--- src/rtl/lcd_pkg.sv ---
// rtl/lcd_pkg.sv - shared types and constants for the I2C character-display sequencer
//
// Purpose: state encoding, controller init ROM, control-byte values, DDRAM
// addressing constants and frame-buffer geometry used by lcd_cmd_sequencer.
// Ports: none (package).
package lcd_pkg;

  typedef enum logic [2:0] {
    ST_IDLE,
    ST_PWRUP,
    ST_SEND,
    ST_WAIT_DONE,
    ST_DELAY,
    ST_READY
  } lcd_state_e;

  localparam logic [7:0] LCD_SLAVE_ADDR = 8'h7C;
  localparam logic [7:0] LCD_CTRL_CMD   = 8'h00;
  localparam logic [7:0] LCD_CTRL_DATA  = 8'h40;
  localparam logic [7:0] LCD_SET_DDRAM  = 8'h80;
  localparam logic [7:0] LCD_ROW0_BASE  = 8'h00;
  localparam logic [7:0] LCD_ROW1_BASE  = 8'h40;

  // Commands whose execution time exceeds the ordinary command delay.
  localparam logic [7:0] LCD_CMD_FOLLOWER = 8'h6C;
  localparam logic [7:0] LCD_CMD_CLEAR    = 8'h01;

  localparam logic [7:0] LCD_CHAR_SPACE = 8'h20;
  localparam int         FB_DEPTH       = 32;

  // Power-up init sequence; entry 0 sits in the least significant byte.
  localparam int INIT_LEN = 9;
  localparam logic [INIT_LEN-1:0][7:0] INIT_ROM = {
    8'h01, 8'h0C, 8'h38, 8'h6C, 8'h56, 8'h70, 8'h14, 8'h39, 8'h38
  };

endpackage

--- src/rtl/lcd_delay_timer.sv ---
// rtl/lcd_delay_timer.sv - loadable down-counter with one-cycle expiry pulse
//
// Purpose: counts a loaded value down to zero; expired pulses for exactly one
// cycle when the count reaches zero, i.e. value+1 cycles after the load.
// Ports:
//   clk, rst  - clock, synchronous active-high reset
//   load      - load value into the counter and start it
//   value     - 32-bit count to load
//   expired   - one-cycle pulse when a started count reaches zero
module lcd_delay_timer (
  input  logic        clk,
  input  logic        rst,
  input  logic        load,
  input  logic [31:0] value,
  output logic        expired
);

  logic [31:0] cnt_q, cnt_d;
  logic        run_q, run_d;

  always_comb begin
    cnt_d = cnt_q;
    run_d = run_q;
    if (load) begin
      cnt_d = value;
      run_d = 1'b1;
    end else if (run_q) begin
      if (cnt_q == 32'd0) begin
        run_d = 1'b0;
      end else begin
        cnt_d = cnt_q - 32'd1;
      end
    end
  end

  always_ff @(posedge clk) begin
    if (rst) begin
      cnt_q <= 32'd0;
      run_q <= 1'b0;
    end else begin
      cnt_q <= cnt_d;
      run_q <= run_d;
    end
  end

  assign expired = run_q && (cnt_q == 32'd0);

endmodule

--- src/rtl/lcd_cmd_sequencer.sv ---
// rtl/lcd_cmd_sequencer.sv - init and frame-buffer refresh sequencer for a 2x16 I2C LCD
//
// Purpose: after start, waits the power-up time, streams the init ROM, then
// keeps a 32-byte frame buffer and redraws both rows whenever it is written
// or a refresh is requested. Each (ctrl, byte) pair is handed to the I2C
// transmitter and followed by the controller execution delay.
// Optional feature: define LCD_SEQ_AUTO_START_EN to leave IDLE without start.
// Ports:
//   clk, rst            - clock, synchronous active-high reset
//   start               - begin init while IDLE
//   char_we/addr/data   - frame-buffer write (addr bit4 = row, bits3:0 = column)
//   refresh             - request full-screen redraw
//   tx_valid/ready      - pair handshake to transmitter; tx_ctrl/tx_byte payload
//   tx_done, tx_nack    - transfer finished pulse, NACK qualifier
//   init_done, busy, err - status (err is sticky until reset)
module lcd_cmd_sequencer
  import lcd_pkg::*;
#(
  parameter int CYCLES_PER_US = 100,
  parameter int POWERUP_US    = 40000,
  parameter int CMD_US        = 30,
  parameter int FOLLOWER_US   = 200000,
  parameter int CLEAR_US      = 1100
) (
  input  logic       clk,
  input  logic       rst,
  input  logic       start,
  input  logic       char_we,
  input  logic [4:0] char_addr,
  input  logic [7:0] char_data,
  input  logic       refresh,
  output logic       tx_valid,
  input  logic       tx_ready,
  output logic [7:0] tx_ctrl,
  output logic [7:0] tx_byte,
  input  logic       tx_done,
  input  logic       tx_nack,
  output logic       init_done,
  output logic       busy,
  output logic       err
);

  // Timer loads N-1 so that expiry lands exactly N cycles after the load.
  localparam logic [31:0] POWERUP_CYC  = 32'(POWERUP_US * CYCLES_PER_US - 1);
  localparam logic [31:0] CMD_CYC      = 32'(CMD_US * CYCLES_PER_US - 1);
  localparam logic [31:0] FOLLOWER_CYC = 32'(FOLLOWER_US * CYCLES_PER_US - 1);
  localparam logic [31:0] CLEAR_CYC    = 32'(CLEAR_US * CYCLES_PER_US - 1);

  lcd_state_e  state_q, state_d;
  logic [3:0]  idx_q, idx_d;
  logic        row_q, row_d;
  logic [4:0]  step_q, step_d;      // 0 = DDRAM address command, 1..16 = columns done
  logic [7:0]  tx_ctrl_q, tx_ctrl_d;
  logic [7:0]  tx_byte_q, tx_byte_d;
  logic        init_done_q, init_done_d;
  logic        err_q, err_d;
  logic        pending_q, pending_d;
  logic [7:0]  buf_q [FB_DEPTH];
  logic [7:0]  buf_d [FB_DEPTH];

  logic        tmr_load;
  logic [31:0] tmr_value;
  logic        tmr_expired;
  logic        go;

`ifdef LCD_SEQ_AUTO_START_EN
  assign go = 1'b1;
`else
  assign go = start;
`endif

  lcd_delay_timer u_timer (
    .clk     (clk),
    .rst     (rst),
    .load    (tmr_load),
    .value   (tmr_value),
    .expired (tmr_expired)
  );

  always_comb begin
    buf_d = buf_q;
    if (char_we) begin
      buf_d[char_addr] = char_data;
    end
  end

  always_comb begin
    state_d     = state_q;
    idx_d       = idx_q;
    row_d       = row_q;
    step_d      = step_q;
    tx_ctrl_d   = tx_ctrl_q;
    tx_byte_d   = tx_byte_q;
    init_done_d = init_done_q;
    err_d       = err_q;
    // Writes are remembered in every state so the screen always converges.
    pending_d   = pending_q | char_we | refresh;
    tmr_load    = 1'b0;
    tmr_value   = CMD_CYC;

    case (state_q)
      ST_IDLE: begin
        if (go) begin
          tmr_load  = 1'b1;
          tmr_value = POWERUP_CYC;
          state_d   = ST_PWRUP;
        end
      end

      ST_PWRUP: begin
        if (tmr_expired) begin
          idx_d     = 4'd0;
          tx_ctrl_d = LCD_CTRL_CMD;
          tx_byte_d = INIT_ROM[0];
          state_d   = ST_SEND;
        end
      end

      ST_SEND: begin
        if (tx_ready) begin
          state_d = ST_WAIT_DONE;
        end
      end

      ST_WAIT_DONE: begin
        if (tx_done) begin
          if (tx_nack) begin
            err_d       = 1'b1;
            init_done_d = 1'b0;
            state_d     = ST_IDLE;
          end else begin
            tmr_load = 1'b1;
            if (tx_ctrl_q == LCD_CTRL_CMD && tx_byte_q == LCD_CMD_FOLLOWER) begin
              tmr_value = FOLLOWER_CYC;
            end else if (tx_ctrl_q == LCD_CTRL_CMD && tx_byte_q == LCD_CMD_CLEAR) begin
              tmr_value = CLEAR_CYC;
            end
            state_d = ST_DELAY;
          end
        end
      end

      ST_DELAY: begin
        if (tmr_expired) begin
          if (!init_done_q) begin
            if (idx_q == 4'(INIT_LEN - 1)) begin
              init_done_d = 1'b1;
              state_d     = ST_READY;
            end else begin
              idx_d     = idx_q + 4'd1;
              tx_ctrl_d = LCD_CTRL_CMD;
              tx_byte_d = INIT_ROM[idx_q + 4'd1];
              state_d   = ST_SEND;
            end
          end else if (step_q == 5'd16) begin
            if (row_q) begin
              state_d = ST_READY;
            end else begin
              row_d     = 1'b1;
              step_d    = 5'd0;
              tx_ctrl_d = LCD_CTRL_CMD;
              tx_byte_d = LCD_SET_DDRAM | LCD_ROW1_BASE;
              state_d   = ST_SEND;
            end
          end else begin
            // Byte is taken from the registered buffer, so a same-cycle
            // write to this address is sent on the next pass.
            step_d    = step_q + 5'd1;
            tx_ctrl_d = LCD_CTRL_DATA;
            tx_byte_d = buf_q[{row_q, step_q[3:0]}];
            state_d   = ST_SEND;
          end
        end
      end

      ST_READY: begin
        if (pending_q) begin
          pending_d = char_we | refresh;
          row_d     = 1'b0;
          step_d    = 5'd0;
          tx_ctrl_d = LCD_CTRL_CMD;
          tx_byte_d = LCD_SET_DDRAM | LCD_ROW0_BASE;
          state_d   = ST_SEND;
        end
      end

      default: state_d = ST_IDLE;
    endcase
  end

  always_ff @(posedge clk) begin
    if (rst) begin
      state_q     <= ST_IDLE;
      idx_q       <= 4'd0;
      row_q       <= 1'b0;
      step_q      <= 5'd0;
      tx_ctrl_q   <= 8'h00;
      tx_byte_q   <= 8'h00;
      init_done_q <= 1'b0;
      err_q       <= 1'b0;
      pending_q   <= 1'b0;
      buf_q       <= '{default: LCD_CHAR_SPACE};
    end else begin
      state_q     <= state_d;
      idx_q       <= idx_d;
      row_q       <= row_d;
      step_q      <= step_d;
      tx_ctrl_q   <= tx_ctrl_d;
      tx_byte_q   <= tx_byte_d;
      init_done_q <= init_done_d;
      err_q       <= err_d;
      pending_q   <= pending_d;
      buf_q       <= buf_d;
    end
  end

  assign tx_valid  = (state_q == ST_SEND);
  assign tx_ctrl   = tx_ctrl_q;
  assign tx_byte   = tx_byte_q;
  assign init_done = init_done_q;
  assign err       = err_q;
  assign busy      = (state_q != ST_IDLE) && (state_q != ST_READY);

endmodule

--- config.mk ---
export PLATFORM = sky130hd
export DESIGN_NAME = lcd_cmd_sequencer
export DESIGN_NICKNAME = d
export VERILOG_FILES = /design/src/rtl/lcd_pkg.sv /design/src/rtl/lcd_delay_timer.sv /design/src/rtl/lcd_cmd_sequencer.sv
export SDC_FILE = /design/constraint.sdc
export NUM_CORES = 1
export LEC_CHECK = 0
export BUFFER_PORTS_ARGS = -buffer_cell sky130_fd_sc_hd__buf_2
export CAP_MARGIN = 0
export CORE_MARGIN = 10
export CORE_UTILIZATION = 28
export DETAILED_ROUTE_END_ITERATION = 8
export PLACE_DENSITY = 0.38
export RECOVER_POWER = 100
export SLEW_MARGIN = 25
export SYNTH_ARGS = -nofsm -noshare
export SYNTH_HDL_FRONTEND = slang
export SYNTH_SLANG_ARGS = --single-unit
--- constraint.sdc ---
create_clock -name clk -period 3.2 [get_ports clk]
set_input_delay 0.48 -clock clk [delete_from_list [all_inputs] [get_ports clk]]
set_output_delay 0.48 -clock clk [all_outputs]
set_load 0.05 [all_outputs]
---- Word-level counts from Yosys, hierarchy flattened ----
Memory sizes are Yosys's and may differ from the RTL's.
Index checks and enable logic that the tools add are counted.
cells by class
  bitwise gates (word level) .............. 5
  muxes and demuxes ....................... 75
  eq/ne operators ......................... 25
  magnitude comparators ................... 4
  $add $sub $neg .......................... 3
  reductions and logical operators ........ 22
operators with widths
  kind                                                                   number
  256-bit bitwise mux                                                    1
  8-bit 2-to-1 mux                                                       18
  32-bit 2-to-1 mux                                                      3
  25-bit 2-to-1 mux                                                      3
  25-bit case mux with 2 select lines                                    1
  8-bit case mux with 3 select lines                                     2
  8-bit binary-select mux with 5-bit select                              1
  8-bit demux with 5-bit select                                          1
  3-bit 2-to-1 mux                                                       11
  32-bit zero test                                                       1
  32-bit by 1-bit subtractor with 32-bit output (second input constant)  1
  5-bit 2-to-1 mux                                                       5
  22-bit 2-to-1 mux                                                      1
  2-bit inequality test (second input constant)                          11
  3-bit case mux with 6 select lines                                     1
  1-bit 2-to-1 mux                                                       17
  17-bit 2-to-1 mux                                                      1
  4-bit 2-to-1 mux                                                       4
  5-bit AND reduction                                                    3
  6-bit greater-or-equal comparator (second input constant)              2
  5-bit NOT with 6-bit output                                            2
  6-bit AND reduction                                                    2
  5-bit case mux with 2 select lines                                     1
  3-bit inequality test (second input constant)                          3
  24 further kinds                                                       38
storage, ports and cells
  memories ................................ 1
  bits of input ports ..................... 21
  bits in registers ....................... 321
  memory bits (read-only) ................. 128
  output and inout bits ................... 20
memory list
  memory            depth  width  rd ports  clocked after Yosys merged registers in  wr ports  RTL line                  RTL
  (name not given)  16     8      1         0                                        0         lcd_cmd_sequencer.sv:152  tx_byte_d = INIT_ROM[idx_q + 4'd1];

---- Logic depth before layout (Yosys ltp) ----
  word-level depth ........................ 8
  depth in mapped cells ................... 12
  mapped depth without buffers ............ 8

---- Hierarchy ----
From an unflattened synthesis, not the netlist that was laid out.
unflattened totals
  cell total of the unflattened synthesis .. 1575
  area total of the unflattened synthesis .. 15148.3 um^2
by module, submodules not included
  module             instances  sequential area each (um^2)  cells each  area an instance (um^2)
  lcd_cmd_sequencer  1          5625.4                       1329        13083.8
  lcd_delay_timer    1          660.6                        246         2064.5

---- Worst setup path after synthesis ----
No wires, ideal clock.
  path kind ............................... flip-flop to flip-flop
  start ................................... register step_q[0]
  end ..................................... register tx_byte_q[5] (netlist: tx_byte[5])
  data required time ...................... 3070 ps
  stages on the path, launching flop included .. 13
  path slack .............................. 425 ps
  arrival time ............................ 2645 ps
  period minus slack after synthesis ...... 2775 ps
  cell sequence ........................... dfxtp_1 > clkbuf_1 > buf_2 > buf_2 > inv_1 > ha_1 > nor4bb_1 > a31oi_1 > a21oi_1 > or2_2 > clkbuf_1 > nor4_1 > nor3_1
between the ends
  longest elaborated chain between the ends .. 8
  elaborated cells on any way between the ends .. 11
RTL lines
  item                                                  RTL line                  RTL
  from (decl)                                           lcd_cmd_sequencer.sv:52   logic [4:0] step_q, step_d;
  from (signal assigned)                                lcd_cmd_sequencer.sv:207  step_q <= step_d;
  5-bit NOT with 6-bit output (implied by the code)     lcd_cmd_sequencer.sv:170  tx_byte_d = buf_q[{row_q, step_q[3:0]}];
  8-bit binary-select mux with 5-bit select             lcd_cmd_sequencer.sv:170
  8-bit 2-to-1 mux (implied by the code) (2 in series)  lcd_cmd_sequencer.sv:170
  8-bit 2-to-1 mux                                      lcd_cmd_sequencer.sv:155  end else if (step_q == 5'd16) begin
  8-bit 2-to-1 mux                                      lcd_cmd_sequencer.sv:145  if (!init_done_q) begin
  8-bit 2-to-1 mux                                      lcd_cmd_sequencer.sv:144  if (tmr_expired) begin
  8-bit case mux with 3 select lines                    lcd_cmd_sequencer.sv:101  case (state_q)
  to (signal assigned)                                  lcd_cmd_sequencer.sv:209  tx_byte_q <= tx_byte_d;
  to (decl)                                             lcd_cmd_sequencer.sv:54   logic [7:0] tx_byte_q, tx_byte_d;
Several ways; a longest one is shown, not always the timed one. The select of a mux whose other input is x is not followed.
A chain may end at the register's enable or synchronous reset.

---- Worst setup path after layout ----
  start ................................... register u_timer.cnt_q[9]
  end ..................................... register step_q[4]
between the ends
  longest elaborated chain between the ends .. 4
RTL lines
  item                                    RTL line               RTL
  from (decl)                             lcd_delay_timer.sv:18  logic [31:0] cnt_q, cnt_d;
  from (signal assigned)                  lcd_delay_timer.sv:41  cnt_q <= cnt_d;
  32-bit zero test                        lcd_delay_timer.sv:46  assign expired = run_q && (cnt_q == 32'd0);
  1-bit logical AND                       lcd_delay_timer.sv:46
  2-bit inequality test (no source line)  n/a
  5-bit AND reduction (no source line)    n/a
Every way passes these cells.

==> impl_metrics.tcl <==
set metrics [dict create \
    synthMuxAreaShare_pct 23.9 \
    area_delta_synth_final_pct 14.9 \
    initial_core_util_pct 28.2 \
    cts.repair.resized 0 \
    viasPerCell 5.08 \
    relSlewSlack_pct 33.7 \
    place_congestion 0.761 \
    ys_ff_latch 314 \
    numCtsBuffers 40 \
    grt_max_degree 98 \
    drv_cap 0 \
    wirelength_um 48200 \
    track_usage_pct 15.1 \
    end_kind "flip-flop" \
    rsz0062_at_grt "no" \
    synthTopCellsByArea "dfxtp_1 42%, mux2i_1 14%, mux4_2 8.8%" \
    synth.most_common_cell "dfxtp_1" \
    crit_top_cell "or4_4" \
    finalNetCount 1610 \
    ctsHoldBuffers 0 \
    cp_max_fo 9 \
    worstPathCellList "or4_4, or4_4, nor4_1, buf_4, o221ai_2, nand2b_1, o32ai_1" \
    power_mw 10.2 \
    clock-skew-final_ns 0.0108 \
    finalHoldViolCount 0 \
    synth.avg_cell_area_um2 9.49 \
    reg2reg_slack_ns 0.28 \
    synth_common_cells "314 x dfxtp_1, 252 x nor2_1, 211 x mux2i_1" \
    drive_above_1_share_pct 13.2 \
    synth_top_area_share_pct 42.5 \
    synthArstFlopShare_pct 0 \
    status "complete, no violations" \
    rows 84 \
    synthSimpleGateAreaFrac_pct 18.8 \
    arrival_ns 3.39 \
    dp_hpwl_um 31300 \
    die_w_um 250 \
    drt_iter0_drc 794 \
    vdd_drop_max_uv 361 \
    setup_tns_ns 0 \
    synth_top_family_by_area "multiplexers" \
    routedWlPerCell_um 21.0 \
    crit_type "flip-flop to flip-flop" \
    cp_slowest_cell "or4_4" \
    grt_pass1_wl_um 74600 \
    cts_tree "built" \
    maxSlewViolCount 0 \
    post_cts_buffers 0 \
    max_stage_delay_ns 0.59 \
    fin_crit_sh_pct 91.4 \
    yosysSeqAreaShare_pct 42.5 \
    num-fill-cells 5507 \
    clock_latency_ns 0.55 \
    netlist_area_um2 14800 \
    numPortBuffers 33 \
    drc 0 \
    synthAdderAreaFrac_pct 0.845 \
    synthFlopType "dfxtp_1" \
    crit_required_ns 3.66 \
    worstHoldPathType "primary input to flip-flop" \
    startpoint_type "flip-flop" \
    synth-xor-area-share_pct 1.12 \
    clk_pin_slew_ns 0.06 \
    grt_pass1_vias 11625 \
    n_antenna_cell 0 \
    ys.warnings.count 0 \
    syn_inst 1560 \
    synth_edf_count 0 \
    synth_area_leader_cell "dfxtp_1" \
    first_pass_iters 4 \
    seqCellArea_um2 6290 \
    power_density_nw_per_um2 601 \
    whs_path_depth 3 \
    min_period_ns 2.92 \
    worstMarginPinSlew_ns 0.993 \
    cts-root-buf "clkbuf_16" \
    cts_htree_levels 2 \
    p_leak_nw 6.21 \
    die_h_um 250 \
    synth_compound_area_share_pct 9.01 \
    die_area_um2 62500 \
    multiInputGateArea_um2 7950 \
    final_antenna_net_count 0 \
    yosysUniqueCellTypes 79 \
    coreArea_um2 52400 \
    cts.sink_count 314 \
    antenna_found_initial 2 \
    grt-ovfl-total 0 \
    fmaxAchievable_ghz 0.342 \
    setup_violations 0 \
    r2r_cells 7 \
    vias 11637 \
    clk_path_buf_depth 3 \
    pin_count 41 \
]
-- sequential cells by signal, summed over array words and instances (netlist names) --
signal / cells
init_done: 1
row_q: 1
u_timer.run_q: 1
err: 1
buf_q: 256
idx_q: 4
tx_ctrl: 1
pending_q: 1
tx_byte: 8
state_q: 3
u_timer.cnt_q: 32
step_q: 5
-- final cells by class --
type                            count  area share, %
Multi-Input combinational cell   1113           46.7
Sequential cell                   314           37.0
Clock buffer                       60           7.10
Tap cell                          688           5.06
Timing Repair Buffer               96           3.30
Clock inverter                      7          0.500
Inverter                           14          0.309
-- stage by stage --
stage | util [%] | setup WS [ns] | cells | hold WS (ns) | instance area (µm²)
final | 32.4 | 0.276 | 2292 | 0.161 | 17000
after global routing | 32.4 | 0.132 | 2292 | 0.164 | 17000
after CTS | 32.7 | 0.307 | 2292 | 0.135 | 17200
after detailed placement | 30.3 | 0.337 | 2225 | 0.444 | 15900
after global placement | 30.3 | 0.272 | 2225 | 0.441 | 15900
after floorplan | - | 0.425 | 1566 | 0.430 | 14800
-- critical path: cells and delay by family (launching register included) --
kind / cells / cell delay [ns]
buf+inv: 1 / 0.23
flops: 1 / 0.36
simple gates: 4 / 1.75
compound gates: 2 / 0.47
-- placed cells by master (no fill, tap or decap), types with 11 or more instances in the layout --
cell       Yosys  routed
mux4_2        58      58
nor2b_1       12      12
buf_2         11      18
xnor2_1       12      12
a21oi_1       93      93
o21ai_0       23      24
nor4_1        15      16
nand2_1      133     134
or3_1         12      12
mux2_2        11      11
mux2i_1      211     211
and3_1        17      17
nand3_1       69      69
clkbuf_1     104      48
buf_4          7      34
a211o_1       13      13
clkbuf_16      0      41
dfxtp_1      314     312
clkbuf_8       0      11
nand3b_1      11      11
nor3_1        16      15
nor2_1       252     252
-- cells by family after synthesis --
kind of cell | after synthesis
AO/OA/AOI/OAI | 202
XOR/XNOR | 19
adder cells (fa/ha/maj) | 10
buffers and inverters | 139
flip-flops | 314
multiplexers | 280
other | 1
AND/OR/NAND/NOR | 595
-- final timing paths --
kind                    start         end
max reg2reg  u_timer.cnt_q[9]   step_q[4]
min                   refresh   pending_q
max          u_timer.cnt_q[9]   step_q[4]
min reg2reg        buf_q[251]  buf_q[251]
-- layer usage --
layer / vias up / wire (µm) / track usage [%]
met5: - / 13 / 0
met4: 2 / 839 / 3.34
met3: 54 / 2040 / 2.69
met2: 226 / 21900 / 24.1
met1: 5754 / 23400 / 20.9
li1: 5601 / - / -
-- power breakdown --
| group | switching (mW) | internal [mW] | total, mW |
|---|---|---|---|
| sequential | 0.147 | 4.05 | 4.20 |
| combinational | 1.06 | 0.469 | 1.53 |
| clock | 1.76 | 2.74 | 4.50 |
| total | 2.96 | 7.26 | 10.2 |
No activity file was read; power rests on OpenSTA's default activity.
